$ cat config.mk
export PLATFORM = sky130hd
export DESIGN_NAME = disp_scan_ctrl
export DESIGN_NICKNAME = d
export VERILOG_FILES = /design/src/rtl/disp_scan_ctrl.sv
export SDC_FILE = /design/constraint.sdc
export NUM_CORES = 1
export LEC_CHECK = 0
export BUFFER_PORTS_ARGS = -buffer_cell sky130_fd_sc_hd__buf_4
export CORE_MARGIN = 2
export CORE_UTILIZATION = 53
export DETAILED_ROUTE_END_ITERATION = 6
export PLACE_DENSITY_LB_ADDON = 0.2
export SYNTH_ARGS = -nofsm -noshare
export SYNTH_HDL_FRONTEND = slang
export SYNTH_SLANG_ARGS = --single-unit
$ cat constraint.sdc
create_clock -name clk_i -period 3.1 [get_ports clk_i]
set_clock_uncertainty 0.2 [all_clocks]
set_input_delay 0.62 -clock clk_i [delete_from_list [all_inputs] [get_ports clk_i]]
set_output_delay 0.62 -clock clk_i [all_outputs]
set_load 0.02 [all_outputs]
$ cat src/rtl/disp_scan_ctrl.sv
// Display scan controller: rotates the digit select, drives the active-low anodes and commits staged frames only at frame wrap.
// Build option DISP_LZ_BLANK_EN: when defined, leading zeros are blanked at commit.
module disp_scan_ctrl #(
    parameter int REFRESH_DIV = 50000,
    parameter int DEAD_CYCLES = 16
) (
    input  logic        clk_i,
    input  logic        rst_i,
    input  logic        enable_i,
    input  logic        load_i,
    input  logic [15:0] num_in_i,
    input  logic [3:0]  dp_in_i,
    input  logic [3:0]  err_in_i,
    output logic        ready_o,
    output logic [3:0]  num0_o,
    output logic [3:0]  num1_o,
    output logic [3:0]  num2_o,
    output logic [3:0]  num3_o,
    output logic [3:0]  dp_o,
    output logic [3:0]  err_o,
    output logic [3:0]  blank_o,
    output logic [3:0]  sel_o,
    output logic [3:0]  an_o,
    output logic        frame_tick_o
);

    // state      | meaning
    // ST_EMPTY   | staging buffer free, load accepted
    // ST_PENDING | staged frame waiting for the next frame wrap
    typedef enum logic {ST_EMPTY = 1'b0, ST_PENDING = 1'b1} state_t;

    localparam int CW = (REFRESH_DIV > 1) ? $clog2(REFRESH_DIV) : 1;
    localparam logic [CW-1:0] TC_C   = CW'(REFRESH_DIV - 1);
    localparam logic [CW-1:0] DEAD_C = CW'(DEAD_CYCLES);

    state_t        state_q;
    logic [CW-1:0] cnt_q;
    logic [3:0]    sel_q;
    logic          ready_q;
    logic          frame_tick_q;
    logic [15:0]   num_q;
    logic [3:0]    dp_q;
    logic [3:0]    err_q;
    logic [3:0]    blank_q;
    logic [15:0]   stg_num_q;
    logic [3:0]    stg_dp_q;
    logic [3:0]    stg_err_q;
    logic [3:0]    blank_d;
    logic          tc;
    logic          frame_wrap;

    assign tc         = (cnt_q == TC_C);
    assign frame_wrap = enable_i && tc && (sel_q == 4'b1000);

`ifdef DISP_LZ_BLANK_EN
    logic [3:0] lz;
    // A digit is a leading zero only if every more significant digit is one too.
    always_comb begin
        lz    = 4'b0000;
        lz[3] = (stg_num_q[15:12] == 4'h0) && !stg_dp_q[3];
        lz[2] = lz[3] && (stg_num_q[11:8] == 4'h0) && !stg_dp_q[2];
        lz[1] = lz[2] && (stg_num_q[7:4] == 4'h0) && !stg_dp_q[1];
        blank_d = lz & ~stg_err_q;
    end
`else
    always_comb begin
        blank_d = 4'b0000;
    end
`endif

    always_ff @(posedge clk_i or posedge rst_i) begin
        if (rst_i) begin
            state_q      <= ST_EMPTY;
            cnt_q        <= '0;
            sel_q        <= 4'b0001;
            ready_q      <= 1'b1;
            frame_tick_q <= 1'b0;
            num_q        <= 16'h0000;
            dp_q         <= 4'b0000;
            err_q        <= 4'b0000;
            blank_q      <= 4'b0000;
            stg_num_q    <= 16'h0000;
            stg_dp_q     <= 4'b0000;
            stg_err_q    <= 4'b0000;
        end else begin
            frame_tick_q <= frame_wrap;
            if (enable_i) begin
                if (tc) begin
                    cnt_q <= '0;
                    sel_q <= {sel_q[2:0], sel_q[3]};
                end else begin
                    cnt_q <= cnt_q + 1'b1;
                end
            end
            case (state_q)
                ST_EMPTY: begin
                    if (load_i) begin
                        stg_num_q <= num_in_i;
                        stg_dp_q  <= dp_in_i;
                        stg_err_q <= err_in_i;
                        ready_q   <= 1'b0;
                        state_q   <= ST_PENDING;
                    end
                end
                ST_PENDING: begin
                    if (frame_wrap) begin
                        num_q   <= stg_num_q;
                        dp_q    <= stg_dp_q;
                        err_q   <= stg_err_q;
                        blank_q <= blank_d;
                        ready_q <= 1'b1;
                        state_q <= ST_EMPTY;
                    end
                end
                default: begin
                    ready_q <= 1'b1;
                    state_q <= ST_EMPTY;
                end
            endcase
        end
    end

    assign an_o         = (!enable_i || (cnt_q < DEAD_C)) ? 4'b1111 : ~sel_q;
    assign sel_o        = sel_q;
    assign ready_o      = ready_q;
    assign frame_tick_o = frame_tick_q;
    assign num0_o       = num_q[3:0];
    assign num1_o       = num_q[7:4];
    assign num2_o       = num_q[11:8];
    assign num3_o       = num_q[15:12];
    assign dp_o         = dp_q;
    assign err_o        = err_q;
    assign blank_o      = blank_q;

endmodule

# == Word level (Yosys, flattened, before mapping) ==
# Index checks and enable logic that the tools add are counted.
# totals
ff_bits,71
inputBits,28
output_inout_bits,38
word_cells,35
# classes
n_addsub,1
magnitude_cmp,1
n_eq_ne,4
n_mux,8
bitwise,2
n_reduce_logical,8
# op_table
operator,n
adder 16 x 1 -> 16 bit (second input constant),1
== test 16 bit (second input constant),1
less-than comparator 16 x 5 -> 1 bit (second input constant),1
two-way mux 16 bit,1
AND reduction 2 bit,4
== test 4 bit (second input constant),1
two-way mux 1 bit,4
two-way mux 4 bit,1
inverter 4 bit,1
one-hot mux 1 bit (2 select lines),2
logical AND 1 bit,2
!= test 2 x 1 -> 1 bit (second input constant),1
!= test 2 bit (second input constant),1
zero test 1 bit,1
logical OR 1 bit,1
inverter 1 bit,1

# == Depth between registers and ports, before layout ==
# logic_depth
word_depth,5
ltp_mapped,5
depth_no_buf,5

# == Worst setup path after synthesis ==
# No wires, ideal clock.
# synth_timing
path_kind,input port to flip-flop
start,input enable_i
end,register num_q[10]
setup_time_ps,125
arrival_ps,2128
required_time_ps,2775
slack_ps,647
path_stages,5
n_path_buf,2
path_cell_list,buf_2 nand4_1 nor4_4 buf_6 mux2_2
# synth_between
elab_chain_len,3
# synth_lines
element,line_no,source
"start, declared",9,"input logic enable_i,"
logical AND 1 bit (2 in a row),53,assign frame_wrap = enable_i && tc && (sel_q == 4'b1000);
AND reduction 2 bit (no line),-,
"end signal, assigned",107,num_q <= stg_num_q;
"end, declared",41,logic [15:0] num_q;
# No other way between the ends.
# A chain may end at the register's enable or synchronous reset.

# == Worst setup path in the final report ==
# layout_timing
start,register cnt_q[8]
end,output an_o[3]
# layout_between
elab_chain_len,3
# layout_lines
element,line_no,source
"start, declared",37,logic [CW-1:0] cnt_q;
"start signal, assigned",92,cnt_q <= cnt_q + 1'b1;
less-than comparator 16 x 5 -> 1 bit,123,assign an_o = (!enable_i || (cnt_q < DEAD_C)) ? 4'b1111 : ~sel_q;
logical OR 1 bit,123,
two-way mux 4 bit,123,
"end, declared",23,"output logic [3:0] an_o,"
# No other way between the ends.

==> flow_metrics.py <==
metrics = {
    "setup_path": {
        "cp_num_buf_inv": 1,
        "required_ns": 2.28,
        "crit_end": "an_o[3]",
        "critPathKind": "reg -> out",
        "crit_chain": "or4_2, o31a_1, nand2_1, buf_4",
        "r2r_start": "cnt_q[8]$_DFFE_PP0P_",
        "crit_start": "cnt_q[8]$_DFFE_PP0P_",
        "r2r_slack_ns": 0.82,
        "reg2reg_depth": 5,
        "cp_num_cells": 4,
        "crit_arrival_ns": 1.99,
        "start_kind": "flip-flop",
        "end_kind": "output pin",
        "worstPathMaxFanout": 7,
        "critPathMaxStageDelay_ns": 0.69,
        "critPathSlowestCell": "or4_2",
        "timing.rr.end": "num_q[15]$_DFFE_PP0P_",
        "crit_family": "simple AND/OR/NAND/NOR gates",
    },
    "timing": {
        "slew_viol_final": 0,
        "rsz0062_at_grt": "no",
        "tns_ns": 0,
        "setup_viol": 0,
        "slew_headroom_pct": 61.4,
        "period_needed_ns": 2.81,
        "period_share_pct": 90.7,
        "final_hold_viol_count": 0,
        "clock.fmax_mhz": 356,
        "hold_slack_ns": 0.291,
        "tightestPinTransition_ns": 0.575,
    },
    "floorplan": {
        "coreArea_sq_um": 5200,
        "rows": 26,
        "start_util_pct": 55.8,
        "die_h_microns": 78.0,
        "die_area_sq_um": 6090,
        "ioPinCount": 66,
        "die_x_microns": 78.0,
    },
    "placement": {
        "gp_congestion": 0.759,
        "io_buffers": 61,
        "dp_hpwl_mm": 3.66,
    },
    "finish": {
        "fillers": 397,
        "final_common_cell": "dfrtp_1",
        "mostFrequentLayoutCells": "dfrtp_1 (69), buf_4 (68), mux2_2 (51), nand2_1 (15), nor2_1 (15)",
        "multiInputGateArea_sq_um": 1050,
        "drive_above_1_share_pct": 49.8,
        "antennaDiodeCount": 0,
        "area_growth_pct": 26.2,
        "register_area_sq_um": 1780,
        "postLayoutCoreUtil_pct": 70.4,
        "finalNetCount": 312,
    },
    "power_and_ir_drop": {
        "ir_drop_v": 0.000360,
        "clock_power_share_pct": 38.3,
        "pwr_density_cell_nw_per_um2": 555,
        "seq_power_share_pct": 52.5,
        "combPwrFrac_pct": 9.2,
        "p_int_mw": 1.57,
        "leakage_nw": 1.82,
        "power.switching_mw": 0.459,
        "power_mw": 2.03,
        "p_sw_share_pct": 22.6,
    },
    "detailed_routing": {
        "drc": 0,
        "viasPerCell": 5.09,
        "num_vias": 1818,
        "post_drt_wl_per_cell_microns": 14.6,
        "dr.pass1.iters": 4,
        "drtIter0Drc": 49,
        "drt-total-wl_mm": 5.20,
        "ant_nets": 0,
    },
    "synth": {
        "netlist_area_sq_um": 2900,
        "ys_seq_area_share_pct": 61.3,
        "ys_ff_latch": 71,
        "synth.avg_cell_area_sq_um": 13.8,
        "synthCells": 211,
        "ys_warn_count": 0,
        "ys_types": 34,
    },
    "hold_path": {
        "hold_path_class": "reg -> reg",
        "holdPathStages": 1,
    },
    "clocking": {
        "htree_num_levels": 3,
        "clock-sinks": 71,
        "clock_latency_ns": 0.34,
        "clkTransAtPathRegs_ns": 0.07,
        "cts_tree": "built",
        "clk_path_buf_depth": 2,
        "clockRootBuffer": "clkbuf_8",
        "cts_resized": 0,
        "cts_made_buffers": 9,
    },
    "global_routing": {
        "grt_pass1_vias": 1960,
        "overflow": 0,
        "grt_max_degree": 36,
        "antenna_found_initial": 0,
        "grt_pass1_wl_mm": 9.01,
        "grt_use_total_pct": 19.3,
    },
    "run": {
        "cap_violations": 0,
    },
    "run_status": {
        "status": "complete, no violations",
    },
}
cell families (layout without fill, tap and decap cells):
| kind of cell | after synthesis | count (layout) | share of synthesized area (%) |
|---|---|---|---|
| muxes | 53 | 53 | 20.5 |
| adders and majority gates | 1 | 1 | 0.431 |
| DFF | 71 | 71 | 61.3 |
| buffers and inverters | 16 | 89 | 3.19 |
| xor gates and xnor gates | 12 | 12 | 3.62 |
| other | 1 | 4 | 0.129 |
| and+or+nand+nor | 51 | 51 | 9.26 |
| AOI/OAI and AO/OA | 6 | 6 | 1.59 |
layer usage:
layer,track usage (%),wire length (microns),up-vias
li1,-,-,865
met1,24.7,2350,883
met2,31.1,2430,54
met3,3.45,257,16
met4,10.9,159,0
met5,0,0,-
sequential cells by signal, summed over array words and instances, names as in the netlist:
| register | count |
|---|---|
| cnt_q | 16 |
| num_q | 16 |
| dp_o | 4 |
| stg_num_q | 16 |
| ready_o | 1 |
| sel_o | 4 |
| stg_err_q | 4 |
| stg_dp_q | 4 |
| err_o | 4 |
| state_q | 1 |
| frame_tick_o | 1 |
area by class of cell:
class | count | area share (%)
flip-flops and latches | 71 | 48.6
multi-input cells | 127 | 28.6
repair buffers | 69 | 14.2
clock buffers | 11 | 3.86
well taps | 70 | 2.39
clock inverters | 4 | 1.91
inverters | 5 | 0.512
synthesized netlist by cell type, drive strengths merged:
library cell / number / share of area (%)
conb: 1 / 0.13
inv: 5 / 0.65
nor2b: 1 / 0.22
nand2: 15 / 1.9
nand3: 1 / 0.17
nor4b: 2 / 0.60
xor2: 3 / 0.90
clkbuf: 3 / 0.39
o31a: 1 / 0.30
nor4: 3 / 1.2
dfstp: 2 / 1.8
nand2b: 1 / 0.22
mux2: 52 / 20
nor3: 3 / 0.52
o221ai: 1 / 0.30
ha: 1 / 0.43
o21ba: 1 / 0.34
or2: 1 / 0.22
a31o: 1 / 0.30
and4: 1 / 0.30
o21ai: 1 / 0.17
or4: 1 / 0.30
buf: 8 / 2.2
dfrtp: 69 / 59
a21oi: 1 / 0.17
xnor2: 9 / 2.7
nand4: 6 / 1.3
mux2i: 1 / 0.34
nor2: 15 / 1.9
or3: 1 / 0.39
worst reg2reg max path: stages (launching register included):
cell     delay [ns]
dfrtp_1        0.44
nand2_1        0.10
or3_4          0.41
nor4_4         0.25
buf_4          0.37
mux2_2         0.39
power by group through the flow:
| stage | registers, mW | logic (mW) | clock network, mW |
|---|---|---|---|
| 2_1_floorplan | 1.07 | 0.140 | 0 |
| 3_3_place_gp | 1.08 | 0.183 | 0 |
| 3_5_place_dp | 1.08 | 0.190 | 0 |
| 4_1_cts | 1.07 | 0.192 | 0.806 |
| 5_1_grt | 1.08 | 0.214 | 0.843 |
| 6_report | 1.07 | 0.187 | 0.780 |
how the worst min path moves through the flow:
stage | start | end | slack (ns)
floorplan | stg_dp_q[0]$_DFFE_PP0P_ | dp_o[0]$_DFFE_PP0P_ | 0.26
global placement | stg_dp_q[0]$_DFFE_PP0P_ | dp_o[0]$_DFFE_PP0P_ | 0.27
detailed placement | stg_dp_q[0]$_DFFE_PP0P_ | dp_o[0]$_DFFE_PP0P_ | 0.28
CTS | err_in_i[2] | stg_err_q[2]$_DFFE_PP0P_ | 0.29
global route | num_in_i[11] | stg_num_q[11]$_DFFE_PP0P_ | 0.30
finish | stg_dp_q[0]$_DFFE_PP0P_ | dp_o[0]$_DFFE_PP0P_ | 0.29
metrics by stage:
| stage | worst slack (ns) | cells | instance area (sq um) |
|---|---|---|---|
| after floorplan | 0.487 | 214 | 2920 |
| after global placement | 0.664 | 341 | 3440 |
| after detailed placement | 0.649 | 341 | 3440 |
| after CTS | 0.265 | 357 | 3660 |
| after global routing | 0.210 | 357 | 3660 |
| final | 0.287 | 357 | 3660 |
repair_timing:
action                                 CTS  global route
setup buffers                            0             0
hold buffers                             1             0
endpoints found under the hold margin    9             0
Note: power is estimated with default switching activity, not from simulation.
